## config.mk

```make
export PLATFORM = sky130hd
export DESIGN_NAME = uart_rx_ctrl
export DESIGN_NICKNAME = d
export VERILOG_FILES = /design/src/rtl/uart_pkg.sv /design/src/rtl/uart_bit_timer.sv /design/src/rtl/uart_rx_ctrl.sv
export SDC_FILE = /design/constraint.sdc
export NUM_CORES = 1
export LEC_CHECK = 0
export BUFFER_PORTS_ARGS = -buffer_cell sky130_fd_sc_hd__buf_2
export CAP_MARGIN = 20
export CORE_ASPECT_RATIO = 0.6
export CORE_MARGIN = 5
export CORE_UTILIZATION = 25
export CTS_CLUSTER_DIAMETER = 100
export DETAILED_ROUTE_END_ITERATION = 6
export PLACE_DENSITY = 0.39
export RECOVER_POWER = 50
export SLEW_MARGIN = 20
export SYNTH_ARGS = -nofsm -noshare
export SYNTH_HDL_FRONTEND = slang
export SYNTH_SLANG_ARGS = --single-unit
```

## constraint.sdc

```tcl
create_clock -name clk -period 11 [get_ports clk]
set_clock_uncertainty 0.15 [all_clocks]
set_input_delay 1.1 -clock clk [delete_from_list [all_inputs] [get_ports clk]]
set_output_delay 1.1 -clock clk [all_outputs]
set_load 0.02 [all_outputs]
```

## src/rtl/uart_pkg.sv

```systemverilog
// uart_pkg: FSM encoding, config field positions, frame length and sample remap for the UART receiver
package uart_pkg;
    typedef enum logic [1:0] {IDLE, START, RECV, DONE} state_t;
    localparam int CFG_OHEL = 0;
    localparam int CFG_PEN = 1;
    localparam int CFG_EIGHT = 2;
    localparam logic [3:0] FRAME_BASE = 4'd8;
    function automatic logic [3:0] frame_len(input logic eight, input logic pen);
        return FRAME_BASE + {3'b0, eight} + {3'b0, pen};
    endfunction
    function automatic logic [8:0] remap(input logic [9:0] sr, input logic eight, input logic pen);
        return eight ? (pen ? {sr[8], sr[7:0]} : {1'b0, sr[8:1]})
                     : (pen ? {sr[8], 1'b0, sr[7:1]} : {2'b0, sr[8:2]});
    endfunction
endpackage

```

## src/rtl/uart_bit_timer.sv

```systemverilog
// uart_bit_timer: bit-time counter; btu pulses at half a bit (half=1) or a full bit, BAUD_K clamped to >=2
module uart_bit_timer #(
    parameter int BAUD_W = 20
) (
    input  logic              clk,
    input  logic              reset,
    input  logic              run,
    input  logic              half,
    input  logic [BAUD_W-1:0] baud_k,
    output logic              btu
);
    logic [BAUD_W-1:0] btc, k, t;
    assign k = (baud_k < BAUD_W'(2)) ? BAUD_W'(2) : baud_k;
    assign t = half ? k >> 1 : k;
    assign btu = run && (btc == t - BAUD_W'(1));
    always_ff @(posedge clk or negedge reset) begin
        if (!reset) btc <= '0;
        else btc <= (!run || btu) ? '0 : btc + BAUD_W'(1);
    end
endmodule

```

## src/rtl/uart_rx_ctrl.sv

```systemverilog
// uart_rx_ctrl: UART receive controller (start detect, bit sampling, remap, RX_RDY and error flags)
// Ports: clk, reset (async active-low), RX serial in, EIGHT/PEN/OHEL frame config, BAUD_K bit time,
//        READ consume pulse; RX_RDY, UART_RDATA, PERR, FERR, OVF outputs.
// UART_RX_ERR_FLAGS_EN builds the parity/framing/overrun flags; otherwise they are tied to 0.
module uart_rx_ctrl
    import uart_pkg::*;
#(
    parameter int BAUD_W = 20
) (
    input  logic              clk,
    input  logic              reset,
    input  logic              RX,
    input  logic              EIGHT,
    input  logic              PEN,
    input  logic              OHEL,
    input  logic [BAUD_W-1:0] BAUD_K,
    input  logic              READ,
    output logic              RX_RDY,
    output logic [7:0]        UART_RDATA,
    output logic              PERR,
    output logic              FERR,
    output logic              OVF
);
    state_t      state;
    logic [1:0]  sync;
    logic        rx_s, btu;
    logic [2:0]  cfg;
    logic [3:0]  bitcnt, bitcnt_n, frame_n;
    logic [9:0]  sr;
    logic [8:0]  rm;
    assign rx_s = sync[1];
    assign bitcnt_n = bitcnt + 4'd1;
    assign frame_n = frame_len(cfg[CFG_EIGHT], cfg[CFG_PEN]);
    assign rm = remap(sr, cfg[CFG_EIGHT], cfg[CFG_PEN]);
    uart_bit_timer #(.BAUD_W(BAUD_W)) u_timer (
        .clk    (clk),
        .reset  (reset),
        .run    (state == START || state == RECV),
        .half   (state == START),
        .baud_k (BAUD_K),
        .btu    (btu)
    );
    always_ff @(posedge clk or negedge reset) begin
        if (!reset) begin
            state <= IDLE;
            sync <= 2'b11;
            cfg <= '0;
            bitcnt <= '0;
            sr <= '0;
            RX_RDY <= 1'b0;
            UART_RDATA <= '0;
        end else begin
            sync <= {sync[0], RX};
            if (READ && RX_RDY) RX_RDY <= 1'b0;
            case (state)
                IDLE: if (!rx_s) begin
                    state <= START;
                    cfg <= {EIGHT, PEN, OHEL};
                end
                START: if (btu) begin
                    state <= rx_s ? IDLE : RECV;
                    bitcnt <= '0;
                    sr <= '0;
                end
                RECV: if (btu) begin
                    sr <= {rx_s, sr[9:1]};
                    bitcnt <= bitcnt_n;
                    if (bitcnt_n == frame_n) state <= DONE;
                end
                default: begin
                    state <= IDLE;
                    RX_RDY <= 1'b1;
                    UART_RDATA <= rm[7:0];
                end
            endcase
        end
    end
`ifdef UART_RX_ERR_FLAGS_EN
    always_ff @(posedge clk or negedge reset) begin
        if (!reset) begin
            PERR <= 1'b0;
            FERR <= 1'b0;
            OVF <= 1'b0;
        end else if (state == DONE) begin
            PERR <= cfg[CFG_PEN] & (rm[8] != (^rm[7:0] ^ cfg[CFG_OHEL]));
            FERR <= ~sr[9];
            OVF <= RX_RDY & ~READ;
        end else if (READ && RX_RDY) begin
            PERR <= 1'b0;
            FERR <= 1'b0;
            OVF <= 1'b0;
        end
    end
`else
    logic unused_ok;
    assign unused_ok = ^{rm[8], cfg[CFG_OHEL]};
    assign PERR = 1'b0;
    assign FERR = 1'b0;
    assign OVF = 1'b0;
`endif
endmodule

```

# Yosys cells after proc, flatten, opt, wreduce, memory -nomap -nowiden
# Index checks and enable logic that the tools add are counted.
# W data, S select, Z words.
[totals]
regBits = 50
inputBits = 27
out_inout_bits = 12
word_cells = 55
[classes]
add_sub_neg = 5
n_lt_le_gt_ge = 1
eq_ne = 9
n_mux = 20
bitwise_logic = 1
reduce_logical = 11
[op_table]
columns = ["operator", "n"]
rows = [
  ["$mux W20", 3],
  ["$add A20 B1 Y20 const B", 1],
  ["$eq A20 B20 Y1", 1],
  ["$lt A20 B2 Y1 const B", 1],
  ["$mux W10", 2],
  ["$pmux W10 S2", 1],
  ["$sub A20 B1 Y20 const B", 1],
  ["$mux W8", 2],
  ["$mux W2", 5],
  ["$mux W4", 2],
  ["$pmux W4 S2", 1],
  ["$mux W7", 1],
  ["$ne A2 B1 Y1 const B", 3],
  ["$pmux W2 S3", 1],
  ["$add A4 B1 Y4", 1],
  ["$add A4 B1 Y4 const A", 1],
  ["$add A4 B1 Y4 const B", 1],
  ["$eq A4 B4 Y1", 1],
  ["$ne A2 B2 Y1 const B", 2],
  ["$reduce_and A4 Y1", 1],
  ["$reduce_and A3 Y1", 1],
  ["$reduce_or A3 Y1", 1],
  ["$eq A2 B1 Y1 const B", 1],
  ["$eq A2 B2 Y1 const B", 1],
  ["other kinds (8)", 11],
]

# Depth between registers and ports, before layout
# Gate-level depths: netlist of run 1.
[depth]
word_depth = 8
mapped_depth = 20

# Modules after synthesis
# Synthesis of run 1 repeated with hierarchy kept, for this count alone.
[unflattened]
hier_cells = 417
hier_area_um2 = 3766.1
[by_module_without_submodules]
columns = ["module", "n_inst", "cells_per_inst", "area_each_um2", "seq_area_each_um2"]
rows = [
  ["uart_bit_timer", 1, 270, 2267.2, 500.5],
  ["uart_rx_ctrl", 1, 147, 1498.9, 728.2],
]

# Least setup slack after synthesis of run 1
# OpenSTA, ideal clock, no wires.
[synth_timing]
path_type = "input -> register"
start = "in BAUD_K[13]"
end = "reg state[0]"
setup_ps = 126
arrival_ps = 4427
required_time_ps = 10724
slack_ps = 6297
path_stages = 16
path_buffers = 1
cell_sequence = "buf_4 > nor4_4 > nand4_1 > o211ai_1 > o21ai_0 > inv_1 > ha_1 > nor2b_1 > nand3_2 > or4_4 > mux2_4 > o31a_1 > o211a_1 > a41oi_2 > a221oi_2 > o32a_1"
[synth_via]
elab_chain_len = 8
elab_cells_between_ends = 9
[synth_lines]
columns = ["element", "line_no", "source"]
rows = [
  ["start: declaration", "uart_rx_ctrl.sv:16", "input logic [BAUD_W-1:0] BAUD_K,"],
  ["$lt A20 B2 Y1", "uart_bit_timer.sv:13", "assign k = (baud_k < BAUD_W'(2)) ? BAUD_W'(2) : baud_k;"],
  ["$mux W20 (*)", "uart_bit_timer.sv:13", ""],
  ["$mux W20 (*)", "uart_bit_timer.sv:14", "assign t = half ? k >> 1 : k;"],
  ["$sub A20 B1 Y20 (*)", "uart_bit_timer.sv:15", "assign btu = run && (btc == t - BAUD_W'(1));"],
  ["$eq A20 B20 Y1 (*)", "uart_bit_timer.sv:15", ""],
  ["$logic_and A1 B1 Y1 (*)", "uart_bit_timer.sv:15", ""],
  ["$ne A2 B2 Y1 (no source line) or $ne A2 B1 Y1 (tied branches)", "n/a", ""],
  ["$reduce_and A4 Y1 (no source line) (*)", "n/a", ""],
  ["end signal: assignment", "uart_rx_ctrl.sv:61", "state <= rx_s ? IDLE : RECV;"],
  ["end: declaration", "uart_rx_ctrl.sv:24", "state_t state;"],
]
# Every way passes the cells marked *; elsewhere a longest branch is shown, timed or not.
# A chain may end at the register's enable or synchronous reset.

# Worst setup path in the final report of run 1
[layout_timing]
start = "in BAUD_K[19]"
end = "reg state[0]"
# Same word-level chain as after synthesis.

==> results of run 1 <==
-- routing by layer --
| metal | routed length [um] | part of all wire | GRT usage |
|---|---|---|---|
| met5 | 0 | 0 | 0 |
| met4 | 34 | 0.0031 | 0.00854 |
| met3 | 337 | 0.031 | 0.0231 |
| met2 | 4090 | 0.38 | 0.156 |
| met1 | 6340 | 0.59 | 0.194 |
-- where the power goes --
| group | internal [uW] | total, uW | leakage [uW] | switching (uW) |
|---|---|---|---|---|
| Combinational | 15.6 | 44.5 | 0.00112 | 28.9 |
| Sequential | 181 | 183 | 0.000653 | 1.41 |
| Clock | 131 | 202 | 0.0000944 | 71.1 |
| Total | 328 | 430 | 0.00187 | 101 |
-- through the flow --
| step | instances | instance area, um^2 | util | hold slack [ns] | setup WS, ns |
|---|---|---|---|---|---|
| 2_1_floorplan | 457 | 4020 | - | 0.195 | 6.30 |
| 3_3_place_gp | 665 | 4290 | 0.276 | 0.198 | 5.36 |
| 3_5_place_dp | 665 | 4290 | 0.276 | 0.206 | 5.31 |
| 4_1_cts | 673 | 4480 | 0.288 | 0.218 | 5.60 |
| 5_1_grt | 673 | 4480 | 0.288 | 0.220 | 4.97 |
| 6_report | 673 | 4480 | 0.288 | 0.215 | 5.48 |
-- Yosys cell counts, drive strengths merged, types with 8 or more instances --
master / n
a21o: 12
nor2: 45
nor3: 9
xnor2: 24
clkbuf: 11
ha: 8
o211ai: 12
nand3: 18
xor2: 18
dfrtp: 47
mux2i: 15
buf: 20
o21ai: 20
nand2: 41
and3: 10
a21oi: 13
nor2b: 9
inv: 20
-- flip-flops by register name, summed over array words and instances (netlist names) --
signal and count:
sync 2, sr 10, state 2, UART_RDATA 8
bitcnt 4, RX_RDY 1, u_timer.btc 20, cfg 2
-- layout make-up --
cell class	instances	area, um^2
Clock buffer	5	125
Clock inverter	3	68.8
Fill cell	1642	11100
Inverter	20	75.1
Multi-Input combinational cell	357	2540
Sequential cell	49	1230
Tap cell	203	254
Timing Repair Buffer	36	181
-- cell families (layout without fill, tap and decap cells) --
logic type | after synthesis | after routing | share of synthesized area
buffers and inverters | 51 | 64 | 0.0618
and+or+nand+nor | 182 | 182 | 0.275
other | 1 | 3 | 0.000935
adders and majority gates | 8 | 8 | 0.0250
DFF | 49 | 49 | 0.306
muxes | 19 | 19 | 0.0496
xor gates and xnor gates | 42 | 42 | 0.0917
AOI/OAI and AO/OA | 103 | 103 | 0.189
-- path summary, 6_finish.rpt --
check,cells past startpoint,to,slack (ns)
min in group asynchronous,2,u_timer.btc[8]$_DFF_PN0_,1.63
max reg2reg,17,state[0]$_DFFE_PN0P_,5.64
max,16,state[0]$_DFFE_PN0P_,5.48
max in group asynchronous,2,sr[6]$_DFFE_PN0P_,7.49
min reg2reg,0,sync[1]$_DFF_PN1_,0.22
min,0,sync[1]$_DFF_PN1_,0.22
==> results.cfg, run 1 <==
[grt]
gr-usage-all-layers = 0.117
overflow = 0
grt_first_pass_wirelength_um = 17800
antenna_found_initial = 0
grt_max_degree = 51
grt_pass1_vias = 3199

[cells_and_area]
nNetsFinal = 504
layout_common_cells = dfrtp_1, nand2_1, nor2_1
final_common_cell = dfrtp_1
n_antenna_cell = 0
drive_above_1_share = 0.177
area_growth_pct = 11.6

[yosys]
synth_area_leaders = dfrtp_1, xnor2_1, xor2_1
syn_area_per_cell_um2 = 8.82
syn_area_um2 = 4010
synthDistinctLibCells = 81
synth_top_area_frac = 0.293
yosysTopAreaCell = dfrtp_1
synthFlopType = dfrtp_1
yosys_warnings = 0
synth_cells = 455
ys_seq_area_frac = 0.306
async_flop_share = 1.00
synth-edff-count = 0
ys_ff_latch = 49

[worst_setup_path]
worst_setup_path_start_kind = input pin
path_cells = buf_2, nor4_1, nand4_1, o211ai_1, o21ai_0, inv_1, ha_1, nor2b_1, nand3_2, nor4_1, a21boi_0, o2bb2ai_1, nor4b_2, nand4_1, a221oi_2, o32a_1
critPathBufInv = 2
cp.required_ns = 11.08
critPathArrivalTime_ns = 5.60
r2r_start = state[1]$_DFFE_PN0P_
worstSetupEndpointType = register
crit_fanout = 8
slowest_delay_ns = 0.52
crit_slowest_cell = nor4_1
critical-path-top-delay-family = simple AND/OR/NAND/NOR gates
path_class = in -> reg
cp-startpoint = BAUD_K[19]

[floorplan]
fp.dieW_um = 174
start_util = 0.258
die_h_um = 108
dieArea_um2 = 18800
rows = 35
coreArea_um2 = 15500
ios = 39

[status]
violations = max-capacitance violations, max-slew violations
outcome = complete, but fails checks

[clock_network]
clockBufferDepth = 2
cts_resized = 0
worst_skew_pair.late_latency_ns = 0.29
ctsHoldBuffers = 0
h-tree-depth = 2
clk_pin_slew_ns = 0.08
cts_tree = done
cts_buffers = 5
cts_root_buf = clkbuf_16
postCtsSetupBuffers = 0
numClockSinks = 49

[power]
p_per_area_nw_per_um2 = 95.9
leakage_uw = 0.00187
ir_worst_vdd_v = 0.0000717
report.power.total_uw = 430

[sta]
rsz0062_at_grt = no
fin_crit_sh = 0.502
slew_headroom = -0.847
fin_crit_ns = 5.52
finalSetupTns_ns = 0
finalHoldViolCount = 0
worst_pin_slew_ns = 2.77
fmax_mhz = 181
final_max_slew_viol_count = 50
setup_viol = 0

[route]
drt_first_pass_iters = 4
initialDrtViolationCount = 207
ant_nets = 0
remaining_drc_errors = 0
dr_total_vias = 3306
wire_per_inst_um = 16.1
routed_via_density = 4.91
wirelength_um = 10800

[placed_design]
dp_hpwl_um = 8290
place_congestion = 0.761
port_buffers = 34

[min_path]
worstHoldPathType = reg -> reg
min_from = sync[0]$_DFF_PN1_

[flow_run]
drv_cap = 1
No activity file was read; power rests on OpenSTA's default activity.
==> run 2, diff against run 1 <==
- ABC_AREA: default -> 1
- PLACE_DENSITY: 0.39 -> 0.4
- clock period: 11 -> 5.18 ns (I/O delays scaled with it)
==> run 2 against run 1 <==
The flow still finishes with violations (max-capacitance violations, max-slew violations). Sequential power increased by 150%. Largest cell class unchanged. Sequential share of layout area increased by 2.6 points. Hold slack worse by 0.039 ns. Critical path depth grew 4. Combinational power grew to 17 times the previous value. Area after synthesis shrank 10%. Sequential cell count unchanged. First-iteration DRC count rose by 24%. Clock power increased by 98%. Count of clock-buffer cells in the layout is 2 higher. Setup slack worse by 4.2 ns. Cell area is 8.6% lower.
==> results.cfg, run 2 <==
[flow_run]
drv_cap = 1

[min_path]
hold_depth = 1
min_to = sync[0]$_DFF_PN1_
min_from = RX
worstHoldPathType = in -> reg

[sta]
final_max_slew_viol_count = 50
finalSetupTns_ns = 0
finalHoldViolCount = 0
setup_viol = 0
rsz0062_at_grt = no
worst_pin_slew_ns = 2.87
holdWs_ns = 0.176
fin_crit_sh = 0.753
slew_headroom = -0.915
fmax_mhz = 256
fin_crit_ns = 3.90

[cells_and_area]
n_fill_cell = 1542
area_growth_pct = 13.9
nNetsFinal = 573
n_antenna_cell = 0
final_common_cell = nand2_1
registers.top_by_ff_count = u_timer.btc
multi_input_area_um2 = 2060
largest_reg_flops = 20
top_regs = u_timer.btc (20), sr (10), UART_RDATA (8)
layout_common_cells = nand2_1, nor2_1, inv_1
final-seq-area_um2 = 1230
drive_above_1_share = 0.152

[worst_setup_path]
ff2ff_path_depth = 20
critPathArrivalTime_ns = 3.89
cpMostUsedCell = nand2_1
slowest_delay_ns = 0.60
reg2reg_slack_ns = 1.28
crit_slowest_cell = nand2_1
r2r_end = u_timer.btc[12]$_DFF_PN0_
worst_setup_path_start_kind = register
crit_fanout = 30
path_class = reg -> reg
cp.required_ns = 5.18
worstSetupEndpointType = register
r2r_start = state[1]$_DFFE_PN0P_
path_cells = inv_1, ha_1, buf_4, nand2_1, nand2_1, inv_1, ha_1, xor2_1, nand2_1, nand2_1, nor2_1, nand3_1, nor2_1, nand3_1, nor2_1, nand3_1, nor2_4, nand2_1, nand2_1, nor2_1

[floorplan]
dieArea_um2 = 17000
start_util = 0.259
rows = 33
die_h_um = 103
ios = 39
coreArea_um2 = 13900
fp.dieW_um = 165

[yosys]
synth_top_area_frac = 0.327
syn_area_per_cell_um2 = 7.10
ys_seq_area_frac = 0.342
ys_ff_latch = 49
async_flop_share = 1.00
yosysMostFrequentCell = nand2_1
synth_common_cells = nand2_1, nor2_1, inv_1, dfrtp_1, xor2_1
syn_area_um2 = 3590
synthFlopType = dfrtp_1
synthDistinctLibCells = 42
synth_area_leaders = dfrtp_1, nand2_1, xor2_1
synth-edff-count = 0
yosys_warnings = 0
yosysTopAreaCell = dfrtp_1
synth_cells = 506

[grt]
antenna_found_initial = 0
grt_pass1_vias = 2787
grt_max_degree = 50
overflow = 0
gr-usage-all-layers = 0.115
grt_first_pass_wirelength_um = 15000

[placed_design]
place_congestion = 0.799
port_buffers = 34
dp_hpwl_um = 7370

[power]
pwr-share-seq = 0.284
p_per_area_nw_per_um2 = 393
clkPwrFrac = 0.248
p_sw_frac = 0.450
ir_worst_vdd_v = 0.000155
p_switching_uw = 725
combPwrFrac = 0.468
report.power.total_uw = 1610
p_int_uw = 885
leakage_uw = 0.00186

[route]
initialDrtViolationCount = 257
dr_total_vias = 3152
wire_per_inst_um = 13.0
routed_via_density = 4.31
remaining_drc_errors = 0
ant_nets = 0
wirelength_um = 9480
drt_first_pass_iters = 4

[clock_network]
cts_resized = 0
cts_tree = done
clockBufferDepth = 2
postCtsSetupBuffers = 0
cts_buffers = 5
cts_root_buf = clkbuf_16
ctsHoldBuffers = 0
worst_skew_pair.late_latency_ns = 0.30
clk_pin_slew_ns = 0.07
h-tree-depth = 2
numClockSinks = 49

[status]
outcome = complete, but fails checks
violations = max-capacitance violations, max-slew violations
==> run 2: changes by cell type in the layout (fill, tap and decap cells not counted), sizes merged, moves of 11 or more <==
cell   delta
a21o     -12
inv      +33
mux2i    -15
nand2   +130
nor2     +22
o21ai    +11
xnor2    -20
==> run 2: cells by family (layout without fill, tap and decap cells) <==
kind of cell	Yosys count	in the layout	synth area share
compound gates	47	47	0.0978
fa+ha+maj	8	8	0.0279
simple gates	302	302	0.369
buf+inv	68	99	0.0863
xor+xnor	31	31	0.0756
flops	49	49	0.342
other cells	1	3	0.00104
==> run 2: worst max-delay path by stage <==
stage	startpoint	endpoint	slack [ns]
6_report	state[1]$_DFFE_PN0P_	u_timer.btc[12]$_DFF_PN0_	1.28
5_1_grt	state[1]$_DFFE_PN0P_	u_timer.btc[3]$_DFF_PN0_	0.86
4_1_cts	state[1]$_DFFE_PN0P_	u_timer.btc[7]$_DFF_PN0_	1.25
3_5_place_dp	BAUD_K[18]	u_timer.btc[7]$_DFF_PN0_	1.13
3_3_place_gp	BAUD_K[18]	u_timer.btc[4]$_DFF_PN0_	1.13
2_1_floorplan	state[1]$_DFFE_PN0P_	bitcnt[0]$_DFFE_PN0P_	1.96
==> run 2: power groups by stage <==
| stage | Sequential (uW) | Combinational [uW] | Clock, uW |
|---|---|---|---|
| CTS | 456 | 758 | 412 |
| finish | 456 | 754 | 400 |
| detailed placement | 464 | 756 | 0 |
| global placement | 463 | 757 | 0 |
| global route | 462 | 850 | 431 |
| floorplan | 453 | 608 | 0 |
==> run 2: through the flow <==
stage / cells / util / worst slack (ns) / area [um^2]
global placement: 723 / 0.283 / 1.13 / 3920
detailed placement: 723 / 0.283 / 1.13 / 3920
global route: 731 / 0.295 / 0.862 / 4090
CTS: 731 / 0.295 / 1.25 / 4100
finish: 731 / 0.295 / 1.28 / 4090
floorplan: 508 / - / 1.96 / 3600
==> run 2: critical path, delay by kind of cell (launching register included) <==
| family | cells | cell delay [ns] |
|---|---|---|
| buf+inv | 3 | 0.54 |
| fa+ha+maj | 2 | 0.44 |
| flops | 1 | 0.41 |
| xor+xnor | 1 | 0.18 |
| simple gates | 14 | 2.00 |
==> run 2: area by class of cell <==
class / count / area share
timing repair buffer: 36 / 0.0443
clock inverter: 1 / 0.00734
tap: 192 / 0.0587
multi-input combinational: 391 / 0.504
sequential: 49 / 0.300
inverter: 55 / 0.0505
clock buffer: 7 / 0.0349
==> run 2: per-layer routing <==
metal / global-route usage / vias up / wire length (um)
met5: 0 / - / 0
li1: - / 1669 / -
met4: 0.0288 / 0 / 81
met3: 0.0256 / 6 / 592
met2: 0.130 / 66 / 2990
met1: 0.201 / 1411 / 5820
==> run 3, diff against run 2 <==
- ABC_AREA: 1 -> 0
- PLACE_DENSITY: 0.4 -> 0.39
- clock period: 5.18 -> 3.65 ns (I/O delays scaled with it)
==> run 3 against run 2 <==
The flow finishes with violations (max-capacitance violations, max-slew violations, negative setup slack). Die area up 11%. Via count up 15%. Setup slack lost 1.4 ns. First-iteration DRC count down 17%. Critical path depth is 4 lower. Sequential share of layout area shrank 7.0 points. Sequential cell count stayed put. Core utilization is 4.8 points higher. Clock power is 40% higher. Critical path type is now in -> reg. Wire length up 23%. Register-to-register slack lost 1.3 ns. Sequential power up 21%.
==> results.cfg, run 3 (same netlist as run 1, synthesis figures left out) <==
[route]
drt_first_pass_iters = 4
initialDrtViolationCount = 213
routed_via_density = 4.81
ant_nets = 0
wirelength_um = 11600
wire_per_inst_um = 15.5
remaining_drc_errors = 0
dr_total_vias = 3617

[worst_setup_path]
cp.required_ns = 3.66
cp-startpoint = BAUD_K[12]
worst_setup_path_start_kind = input pin
crit_slowest_cell = or4_4
r2r_start = state[1]$_DFFE_PN0P_
critPathArrivalTime_ns = 3.77
path_cells = buf_6, nor4_4, nand4_1, o211ai_1, o21ai_2, inv_1, ha_2, nor2b_4, nand3_4, or4_4, mux2_4, nor4_4, o211a_1, nand4_1, a221oi_2, o211ai_1
worstSetupEndpointType = register
crit_fanout = 3
slowest_delay_ns = 0.43
path_class = in -> reg

[power]
leakage_uw = 0.00230
p_per_area_nw_per_um2 = 244
ir_worst_vdd_v = 0.000230

[grt]
gr-usage-all-layers = 0.127
antenna_found_initial = 0
grt_pass1_vias = 3543
grt_first_pass_wirelength_um = 19200
grt_max_degree = 32
overflow = 0

[clock_network]
h-tree-depth = 2
clk_pin_slew_ns = 0.07
worst_skew_pair.late_latency_ns = 0.30
clockBufferDepth = 2
numClockSinks = 49
cts_root_buf = clkbuf_16
ctsHoldBuffers = 0
cts_buffers = 5
cts_tree = done

[placed_design]
dp.cells = 719
port_buffers = 34
dp_hpwl_um = 8890
place_congestion = 0.791

[cells_and_area]
n_fill_cell = 1613
layout_common_cells = buf_4, dfrtp_1, nand2_1
drive_above_1_share = 0.328
n_antenna_cell = 0
area_growth_pct = 32.8
nNetsFinal = 583
top_regs = u_timer.btc (20), sr (10), UART_RDATA (8)
registers.top_by_ff_count = u_timer.btc
largest_reg_flops = 20
stdcell_count = 752
final_common_cell = buf_4

[floorplan]
start_util = 0.258
coreArea_um2 = 15500
die_h_um = 108
rows = 35
dieArea_um2 = 18800
ios = 39
fp.dieW_um = 174

[sta]
rsz0062_at_grt = yes
fmax_mhz = 266
worst_pin_slew_ns = 1.82
worst_slack_ns = -0.110
finalHoldViolCount = 0
setup_viol = 31
fin_crit_sh = 1.03
slew_headroom = -0.216
finalSetupTns_ns = -1.19
final_max_slew_viol_count = 32
holdWs_ns = 0.0131
fin_crit_ns = 3.76

[status]
outcome = complete, but fails checks
violations = max-capacitance violations, max-slew violations, negative setup slack

[min_path]
min_from = RX
worstHoldPathType = in -> reg

[flow_run]
drv_cap = 1
-- run 3: through the flow --
| step | power, uW | utilization | instance area, um^2 | worst slack, ns |
|---|---|---|---|---|
| final | 1300 | 0.343 | 5330 | -0.110 |
| after global routing | 1360 | 0.343 | 5330 | -0.254 |
| after CTS | 1320 | 0.333 | 5180 | -0.0289 |
| after detailed placement | 724 | 0.306 | 4760 | -0.467 |
| after global placement | 724 | 0.306 | 4760 | -0.422 |
| after floorplan | 647 | - | 4080 | -0.0720 |
-- run 3: routing by layer --
metal	up-vias	share of wire	GRT usage
met5	-	0	0
li1	1822	-	-
met2	55	0.38	0.171
met4	0	0.0033	0.0125
met3	4	0.045	0.0266
met1	1736	0.57	0.208
-- run 3: power by group --
group	switching (uW)	internal, uW
Combinational	103	85.3
Clock	215	347
Sequential	4.41	546
-- run 3: final cells by class --
| cell class | count | area (um^2) | share of cell area |
|---|---|---|---|
| multi-input cells | 357 | 2700 | 0.506 |
| flip-flops and latches | 49 | 1230 | 0.231 |
| repair buffers | 115 | 893 | 0.168 |
| well taps | 203 | 254 | 0.0477 |
| clock buffers | 6 | 139 | 0.0261 |
| inverters | 20 | 75.1 | 0.0141 |
| clock inverters | 2 | 41.3 | 0.00775 |
-- run 3: critical path: cells and delay by family --
| kind | cells | cell delay [ns] |
|---|---|---|
| multiplexers | 1 | 0.33 |
| AO/OA/AOI/OAI | 5 | 1.03 |
| AND/OR/NAND/NOR | 7 | 1.68 |
| buffers and inverters | 2 | 0.17 |
| adder cells (fa/ha/maj) | 1 | 0.19 |
-- run 3: final timing paths --
kind,to,slack (ns),cells past startpoint
min in group asynchronous,u_timer.btc[5]$_DFF_PN0_,0.41,1
setup / recovery,state[1]$_DFFE_PN0P_,-0.11,16
setup reg to reg,state[1]$_DFFE_PN0P_,-0.02,16
max in group asynchronous,sr[2]$_DFFE_PN0P_,1.24,2
hold reg to reg,sync[1]$_DFF_PN1_,0.21,0
hold / removal,sync[0]$_DFF_PN1_,0.01,1
-- run 3: timing repair --
action                     CTS  global route
gates cloned                 0             2
setup endpoints to repair   31            36
pin swaps                   10            16
buffers inserted            20             4
gates resized for setup     19            17
hold endpoints to repair     0             0
